`config.mk`:
```
export PLATFORM = sky130hd
export DESIGN_NAME = seq_alu_flat
export DESIGN_NICKNAME = d
export VERILOG_FILES = /design/src/rtl/seq_alu_if.sv /design/src/rtl/seq_alu.sv /design/src/flat_wrapper.sv
export SDC_FILE = /design/constraint.sdc
export NUM_CORES = 1
export LEC_CHECK = 0
export ABC_CLOCK_PERIOD_IN_PS = 11550
export CAP_MARGIN = 40
export CORE_MARGIN = 2
export CORE_UTILIZATION = 40
export CTS_BUF_LIST = sky130_fd_sc_hd__clkbuf_16
export DETAILED_ROUTE_END_ITERATION = 8
export PLACE_DENSITY = 0.55
export SLEW_MARGIN = 20
export SYNTH_ARGS = -nofsm -noshare
export SYNTH_HDL_FRONTEND = slang
export SYNTH_SLANG_ARGS = --single-unit
```
`constraint.sdc`:
```
create_clock -name clk -period 11.55 [get_ports clk]
set_clock_uncertainty 0.15 [all_clocks]
set_input_delay 1.155 -clock clk [delete_from_list [all_inputs] [get_ports clk]]
set_output_delay 1.155 -clock clk [all_outputs]
set_load 0.03 [all_outputs]
```
`src/rtl/seq_alu_if.sv`:
```
// Request/response bundle for seq_alu: operation request handshake, result handshake,
// HI/LO results and status flags.
interface seq_alu_if #(
    parameter int unsigned WIDTH = 32
);
    logic             in_valid;
    logic             in_ready;
    logic [5:0]       op;
    logic [WIDTH-1:0] a;
    logic [WIDTH-1:0] b;
    logic             out_valid;
    logic             out_ready;
    logic [WIDTH-1:0] lo;
    logic [WIDTH-1:0] hi;
    logic             zero_f;
    logic             neg_f;
    logic             carry_f;
    logic             ovf_f;
    logic             div0_f;
    logic             err_f;

    modport master (
        output in_valid, op, a, b, out_ready,
        input  in_ready, out_valid, lo, hi, zero_f, neg_f, carry_f, ovf_f, div0_f, err_f
    );

    modport slave (
        input  in_valid, op, a, b, out_ready,
        output in_ready, out_valid, lo, hi, zero_f, neg_f, carry_f, ovf_f, div0_f, err_f
    );
endinterface

```
`src/rtl/seq_alu.sv`:
```
// Multi-cycle MIPS-function-code ALU: single-cycle ops plus shift-add multiply and
// restoring divide (divider present only when SEQ_ALU_DIV_EN is defined).
module seq_alu #(
    parameter int unsigned WIDTH = 32,
    parameter int unsigned SHW   = $clog2(WIDTH)
) (
    input logic      clk,
    input logic      reset,
    seq_alu_if.slave bus
);
    localparam int unsigned CW = $clog2(WIDTH + 1);
    localparam logic [WIDTH-1:0] MinVal = {1'b1, {(WIDTH-1){1'b0}}};

    localparam logic [5:0] OpAdd  = 6'b100000, OpAddu = 6'b100001, OpSub  = 6'b100010;
    localparam logic [5:0] OpSubu = 6'b100011, OpAnd  = 6'b100100, OpOr   = 6'b100101;
    localparam logic [5:0] OpXor  = 6'b100110, OpNor  = 6'b100111, OpSllv = 6'b000100;
    localparam logic [5:0] OpSrlv = 6'b000110, OpSrav = 6'b000111, OpSlt  = 6'b101010;
    localparam logic [5:0] OpSltu = 6'b101011, OpClo  = 6'b011100, OpClz  = 6'b011101;
    localparam logic [5:0] OpMult = 6'b011000, OpMultu = 6'b011001;
    localparam logic [5:0] OpDiv  = 6'b011010, OpDivu  = 6'b011011;

    typedef enum logic [1:0] {StIdle, StBusy, StDone} aluStateT;

    aluStateT         stateQ;
    logic [WIDTH-1:0] loQ, hiQ, accHiQ, accLoQ, opndQ;
    logic             zeroQ, negQ, carryQ, ovfQ, div0Q, errQ, validQ;
    logic             isDivQ, qSignQ, rSignQ;
    logic [CW-1:0]    cntQ;

    logic [5:0]       op;
    logic [WIDTH-1:0] a, b;
    logic             inReady, accept;

    assign op      = bus.op;
    assign a       = bus.a;
    assign b       = bus.b;
    assign inReady = !reset && (stateQ == StIdle || (stateQ == StDone && bus.out_ready));
    assign accept  = bus.in_valid && inReady;

    function automatic logic [WIDTH-1:0] lead0(input logic [WIDTH-1:0] x);
        logic [WIDTH-1:0] n;
        logic             found;
        n     = '0;
        found = 1'b0;
        for (int i = WIDTH - 1; i >= 0; i--) begin
            if (x[i]) found = 1'b1;
            else if (!found) n = n + WIDTH'(1);
        end
        return n;
    endfunction

    logic [WIDTH-1:0] sLo, sHi, absA, absB;
    logic [WIDTH:0]   sum, diff;
    logic             sCarry, sOvf, sDiv0, sErr, sIter, sIsDiv, sQSign, sRSign, signedOp;

    always_comb begin
        sum      = {1'b0, a} + {1'b0, b};
        diff     = {1'b0, a} - {1'b0, b};
        signedOp = (op == OpMult) || (op == OpDiv);
        absA     = (signedOp && a[WIDTH-1]) ? -a : a;
        absB     = (signedOp && b[WIDTH-1]) ? -b : b;
        sQSign   = signedOp && (a[WIDTH-1] ^ b[WIDTH-1]);
        sRSign   = signedOp && a[WIDTH-1];
        sLo      = '0;
        sHi      = '0;
        sCarry   = 1'b0;
        sOvf     = 1'b0;
        sDiv0    = 1'b0;
        sErr     = 1'b0;
        sIter    = 1'b0;
        sIsDiv   = 1'b0;
        case (op)
            OpAdd: begin
                sLo  = sum[WIDTH-1:0];
                sOvf = (a[WIDTH-1] == b[WIDTH-1]) && (sum[WIDTH-1] != a[WIDTH-1]);
            end
            OpAddu: begin
                sLo    = sum[WIDTH-1:0];
                sCarry = sum[WIDTH];
            end
            OpSub: begin
                sLo  = diff[WIDTH-1:0];
                sOvf = (a[WIDTH-1] != b[WIDTH-1]) && (diff[WIDTH-1] != a[WIDTH-1]);
            end
            OpSubu: begin
                sLo    = diff[WIDTH-1:0];
                sCarry = diff[WIDTH];
            end
            OpAnd:  sLo = a & b;
            OpOr:   sLo = a | b;
            OpXor:  sLo = a ^ b;
            OpNor:  sLo = ~(a | b);
            OpSllv: sLo = b << a[SHW-1:0];
            OpSrlv: sLo = b >> a[SHW-1:0];
            OpSrav: sLo = $signed(b) >>> a[SHW-1:0];
            OpSlt:  sLo = {{(WIDTH-1){1'b0}}, $signed(a) < $signed(b)};
            OpSltu: sLo = {{(WIDTH-1){1'b0}}, a < b};
            OpClo:  sLo = lead0(~a);
            OpClz:  sLo = lead0(a);
            OpMult, OpMultu: sIter = 1'b1;
`ifdef SEQ_ALU_DIV_EN
            OpDiv, OpDivu: begin
                // Both special cases resolve immediately, without iterating.
                if (b == '0) begin
                    sLo   = '1;
                    sHi   = a;
                    sDiv0 = 1'b1;
                end else if (op == OpDiv && a == MinVal && b == '1) begin
                    sLo  = MinVal;
                    sOvf = 1'b1;
                end else begin
                    sIter  = 1'b1;
                    sIsDiv = 1'b1;
                end
            end
`endif
            default: sErr = 1'b1;
        endcase
    end

    logic [WIDTH:0]     mulSum;
    logic [WIDTH-1:0]   iterHi, iterLo, fLo, fHi;
    logic [2*WIDTH-1:0] prod;
`ifdef SEQ_ALU_DIV_EN
    logic [WIDTH:0]     divShift;
    logic [WIDTH-1:0]   divSub;
`endif

    always_comb begin
        // Multiply: accLo holds the multiplier, shifted out LSB-first as product bits arrive.
        mulSum = accLoQ[0] ? ({1'b0, accHiQ} + {1'b0, opndQ}) : {1'b0, accHiQ};
        iterHi = mulSum[WIDTH:1];
        iterLo = {mulSum[0], accLoQ[WIDTH-1:1]};
`ifdef SEQ_ALU_DIV_EN
        divShift = {accHiQ, accLoQ[WIDTH-1]};
        divSub   = divShift[WIDTH-1:0] - opndQ;
        if (isDivQ) begin
            if (divShift >= {1'b0, opndQ}) begin
                iterHi = divSub;
                iterLo = {accLoQ[WIDTH-2:0], 1'b1};
            end else begin
                iterHi = divShift[WIDTH-1:0];
                iterLo = {accLoQ[WIDTH-2:0], 1'b0};
            end
        end
`endif
        prod = {accHiQ, accLoQ};
        if (qSignQ) prod = -prod;
        fLo = prod[WIDTH-1:0];
        fHi = prod[2*WIDTH-1:WIDTH];
        if (isDivQ) begin
            fLo = qSignQ ? -accLoQ : accLoQ;
            fHi = rSignQ ? -accHiQ : accHiQ;
        end
    end

    always_ff @(posedge clk or posedge reset) begin
        if (reset) begin
            stateQ <= StIdle;
            loQ    <= '0;
            hiQ    <= '0;
            accHiQ <= '0;
            accLoQ <= '0;
            opndQ  <= '0;
            cntQ   <= '0;
            zeroQ  <= 1'b0;
            negQ   <= 1'b0;
            carryQ <= 1'b0;
            ovfQ   <= 1'b0;
            div0Q  <= 1'b0;
            errQ   <= 1'b0;
            validQ <= 1'b0;
            isDivQ <= 1'b0;
            qSignQ <= 1'b0;
            rSignQ <= 1'b0;
        end else begin
            case (stateQ)
                StIdle, StDone: begin
                    if (accept && sIter) begin
                        stateQ <= StBusy;
                        validQ <= 1'b0;
                        cntQ   <= '0;
                        accHiQ <= '0;
                        accLoQ <= sIsDiv ? absA : absB;
                        opndQ  <= sIsDiv ? absB : absA;
                        isDivQ <= sIsDiv;
                        qSignQ <= sQSign;
                        rSignQ <= sRSign;
                    end else if (accept) begin
                        stateQ <= StDone;
                        validQ <= 1'b1;
                        loQ    <= sLo;
                        hiQ    <= sHi;
                        zeroQ  <= (sLo == '0) && !sErr;
                        negQ   <= sLo[WIDTH-1];
                        carryQ <= sCarry;
                        ovfQ   <= sOvf;
                        div0Q  <= sDiv0;
                        errQ   <= sErr;
                    end else if (stateQ == StDone && bus.out_ready) begin
                        stateQ <= StIdle;
                        validQ <= 1'b0;
                    end
                end
                StBusy: begin
                    if (cntQ == CW'(WIDTH)) begin
                        stateQ <= StDone;
                        validQ <= 1'b1;
                        cntQ   <= '0;
                        loQ    <= fLo;
                        hiQ    <= fHi;
                        zeroQ  <= (fLo == '0);
                        negQ   <= fLo[WIDTH-1];
                        carryQ <= 1'b0;
                        ovfQ   <= 1'b0;
                        div0Q  <= 1'b0;
                        errQ   <= 1'b0;
                    end else begin
                        accHiQ <= iterHi;
                        accLoQ <= iterLo;
                        cntQ   <= cntQ + CW'(1);
                    end
                end
                default: stateQ <= StIdle;
            endcase
        end
    end

    assign bus.in_ready  = inReady;
    assign bus.out_valid = validQ;
    assign bus.lo        = loQ;
    assign bus.hi        = hiQ;
    assign bus.zero_f    = zeroQ;
    assign bus.neg_f     = negQ;
    assign bus.carry_f   = carryQ;
    assign bus.ovf_f     = ovfQ;
    assign bus.div0_f    = div0Q;
    assign bus.err_f     = errQ;
endmodule

```
`src/flat_wrapper.sv`:
```
// flat-port wrapper written by rule: the top's interface ports become plain ports
module seq_alu_flat 
#(
    parameter int unsigned WIDTH = 32,
    parameter int unsigned SHW   = $clog2(WIDTH)
)
  (clk, reset, bus_in_valid, bus_op, bus_a, bus_b, bus_out_ready, bus_in_ready, bus_out_valid, bus_lo, bus_hi, bus_zero_f, bus_neg_f, bus_carry_f, bus_ovf_f, bus_div0_f, bus_err_f);
  seq_alu_if #(.WIDTH(WIDTH)) bus_i ();
  input logic clk;
  input logic reset;
  input wire logic [$bits(bus_i.in_valid)-1:0] bus_in_valid;
  input wire logic [$bits(bus_i.op)-1:0] bus_op;
  input wire logic [$bits(bus_i.a)-1:0] bus_a;
  input wire logic [$bits(bus_i.b)-1:0] bus_b;
  input wire logic [$bits(bus_i.out_ready)-1:0] bus_out_ready;
  output wire logic [$bits(bus_i.in_ready)-1:0] bus_in_ready;
  output wire logic [$bits(bus_i.out_valid)-1:0] bus_out_valid;
  output wire logic [$bits(bus_i.lo)-1:0] bus_lo;
  output wire logic [$bits(bus_i.hi)-1:0] bus_hi;
  output wire logic [$bits(bus_i.zero_f)-1:0] bus_zero_f;
  output wire logic [$bits(bus_i.neg_f)-1:0] bus_neg_f;
  output wire logic [$bits(bus_i.carry_f)-1:0] bus_carry_f;
  output wire logic [$bits(bus_i.ovf_f)-1:0] bus_ovf_f;
  output wire logic [$bits(bus_i.div0_f)-1:0] bus_div0_f;
  output wire logic [$bits(bus_i.err_f)-1:0] bus_err_f;
  assign bus_i.in_valid = bus_in_valid;
  assign bus_i.op = bus_op;
  assign bus_i.a = bus_a;
  assign bus_i.b = bus_b;
  assign bus_i.out_ready = bus_out_ready;
  assign bus_in_ready = bus_i.in_ready;
  assign bus_out_valid = bus_i.out_valid;
  assign bus_lo = bus_i.lo;
  assign bus_hi = bus_i.hi;
  assign bus_zero_f = bus_i.zero_f;
  assign bus_neg_f = bus_i.neg_f;
  assign bus_carry_f = bus_i.carry_f;
  assign bus_ovf_f = bus_i.ovf_f;
  assign bus_div0_f = bus_i.div0_f;
  assign bus_err_f = bus_i.err_f;
  seq_alu #(.WIDTH(WIDTH), .SHW(SHW)) u_core (.clk(clk), .reset(reset), .bus(bus_i));
endmodule
```
==> key figures <==
Logic synthesis
  • Post-synthesis average cell area: 7.29 um^2
  • Seq/Total Area, Yosys: 15.6%
  • Most used DFF post-synth: dfrtp_1
  • Post-synth top area share: 15.6%
  • Yosys top cell by area: dfrtp_1
  • Number of enable flip-flop cells after synthesis: 0
  • Syn. warnings: 0
  • Mapped Cells: 3818
  • Post-Syn Nets: 4084
  • Synthesized flop and latch total: 174
  • Count leader, synth: nand2_1
  • Area contributors post-synth: dfrtp_1 16%, ha_1 8.5%, o21ai_0 6.9%
  • Most frequent cells after synthesis: 465 x nand2_1, 416 x nor2_1, 382 x o21ai_0
  • Post-synth cell types: 122
  • Post-Syn Area: 0.0278 mm^2
  • Synth async-reset ratio: 100%

Final layout
  • Fin area: 0.0355 mm^2
  • P&R area growth vs syn: 27.6%
  • Layout cells sized above 1: 20.5%
  • Final net count: 4653
  • Fin util: 51.7%

Floorplanning
  • Chip width: 268 um
  • Starting density of the core: 40.5%
  • Die area: 0.0717 mm^2
  • Die Ht: 268 um
  • Row count: 96
  • Core area: 0.0687 mm^2
  • Number of I/O pins: 146

Setup path
  • Worst path max stage delay: 0.55 ns
  • Worst path required time: 11.78 ns
  • Slowest-stage cell, CP: or4_4
  • CP max FO: 3
  • Critical path class: in -> reg
  • Most frequent CP cell: ha_1
  • CP endpoint kind: flip-flop
  • Worst setup SP type: input pin
  • WP data arrival: 19.99 ns

Clocking
  • CTS tree: done
  • Reg clk slew, reported paths: 0.08 ns
  • Clock root cell: clkbuf_16
  • H-tree Lvls: 4
  • Skew-Pair Late Insertion Delay: 0.45 ns
  • Clock tree buffer depth: 2
  • CTS Buf Count: 17
  • CTS sink count: 174
  • Hold_buf cts: 0

Drt
  • Top Metal Used: met5
  • Met2 wire length: 52300 um
  • Vias: 31.1k
  • Total wire length: 116000 um
  • Via/cell ratio: 5.83
  • # DRC: 0
  • DR pass1 iterations: 6
  • Met3 WL: 9130 um
  • Metal-1 WL: 49400 um
  • Final ANT Viol Nets: 0
  • Avg WL per Cell: 21.8 um
  • Drt initial violations: 3249

Placement
  • Area of placed instances: 0.0338 mm^2
  • IO buf count: 144
  • Detail Placement HPWL: 92700 um
  • Routability cong.: 1.05

Global routing
  • GRT Total Usage: 31.7%
  • First-pass GRT wire length: 176000 um
  • Initial antenna violation count: 11
  • Total gr overflow: 0
  • Largest net degree at the start of global routing: 77
  • Vias in the first global route: 29.4k

Timing
  • Worst-margin pin slew: 1.11 ns
  • Slew HR: 25.7%
  • Slew Limit Fails: 0
  • Setup violators final: 9
  • Final hold viol count: 0
  • Final period util: 171%
  • Max Fclk: 50.6 MHz
  • Setup ws final: -8.21 ns
  • RSZ-0062 raised after global routing: true
  • Final Critical Period: 19.76 ns

Outcome
  • Failing checks: setup timing
  • Status: complete, but fails checks

Power
  • Max IR drop VDD: 0.000113 V
  • Leak pwr: 15.2 nW
  • Pwr dens: 99.4 mW/mm^2

Flow run
  • MaxCap Viol Count: 0

Worst hold path
  • Worst Hold Class: reg -> reg
-- repair_timing --
item | CTS | global route
resized for setup | 43 | 73
pin swaps | 72 | 90
buffers inserted | 57 | 22
hold endpoints to repair | 0 | 0
endpoints found under the setup margin | 9 | 9
-- cells in the final DEF, fill, tap and decap left out, types with 37 or more instances in the layout --
cell type	count
a21o_1	40
a21oi_1	283
a31oi_1	37
buf_4	599
clkdlybuf4s50_1	135
dfrtp_1	173
ha_1	169
inv_1	142
mux2i_1	119
nand2_1	454
nand2b_1	38
nand3_1	84
nor2_1	411
nor3_1	98
o21ai_0	365
o31ai_1	38
xnor2_1	190
xor2_1	115
-- state kept, by name (all words and copies together) (netlist names) --
register,flops
u_core.accHiQ,32
u_core.bus.neg_f,1
u_core.bus.carry_f,1
u_core.opndQ,32
u_core.qSignQ,1
u_core.bus.err_f,1
u_core.bus.lo,31
u_core.cntQ,6
u_core.stateQ,2
u_core.bus.out_valid,1
u_core.bus.ovf_f,1
u_core.accLoQ,32
u_core.bus.hi,32
u_core.bus.zero_f,1
-- worst paths after layout --
path,to,cells after the start,start,slack (ns)
setup / recovery,u_core.bus.zero_f,106,bus_a[29],-8.21
hold / removal,u_core.bus.hi[20],2,u_core.bus.hi[20],0.33
setup reg to reg,u_core.accHiQ[30],26,u_core.accHiQ[1],5.71
hold reg to reg,u_core.bus.hi[20],2,u_core.bus.hi[20],0.33
max in group asynchronous,u_core.bus.lo[27],5,reset,9.03
min in group asynchronous,u_core.cntQ[3],2,reset,0.93
-- per-stage QoR --
stage          total power, mW  std cells  hold WS (ns)  setup WS [ns]  TNS (ns)
2_1_floorplan             2.23       3818         0.306          -7.74    -57.09
3_3_place_gp              2.85       5203         0.310          -9.14    -69.66
3_5_place_dp              2.88       5218         0.318          -9.71    -74.31
4_1_cts                   3.49       5307         0.336          -8.04    -62.94
5_1_grt                   3.79       5332         0.357          -9.21    -70.55
6_report                  3.53       5333         0.330          -8.21    -61.99
-- critical path, delay by kind of cell --
kind	cells	cell delay, ns
adders and majority gates	28	7.35
muxes	16	3.25
and+or+nand+nor	32	4.09
buffers and inverters	5	0.40
AOI/OAI and AO/OA	25	3.70
-- routing by layer --
metal	track usage, %	vias up
li1	-	14956
met1	41.5	14725
met2	51.6	1173
met3	5.76	235
met4	12.6	14
met5	0	-
-- logic make-up (layout without fill, tap and decap cells) --
family          Yosys count  count (layout)  share of synthesized area, %
mux                     163             163                          6.71
buf+inv                 376             958                          5.67
simple gates           1403            1403                          23.9
fa+ha+maj               199             199                          8.96
xor+xnor                351             351                          13.0
flops                   174             174                          15.6
other cells               1               3                        0.0135
compound gates         1151            1151                          26.1
-- report_power, final --
part	leakage (nW)	switching [mW]	total [mW]	internal (mW)
Sequential	2.25	0.278	1.10	0.819
Combinational	12.6	1.07	1.87	0.794
Clock	0.275	0.282	0.568	0.287
Total	15.2	1.63	3.53	1.90
-- layout make-up --
type / instances / area [um^2]
inverter: 154 / 588
fill: 6894 / 33200
tap: 931 / 1160
antenna: 2 / 5.00
clock buffer: 17 / 425
sequential: 174 / 4360
timing repair buffer: 772 / 6250
multi-input combinational: 3268 / 22600
clock inverter: 15 / 144
(Power assumes the default switching activity.)
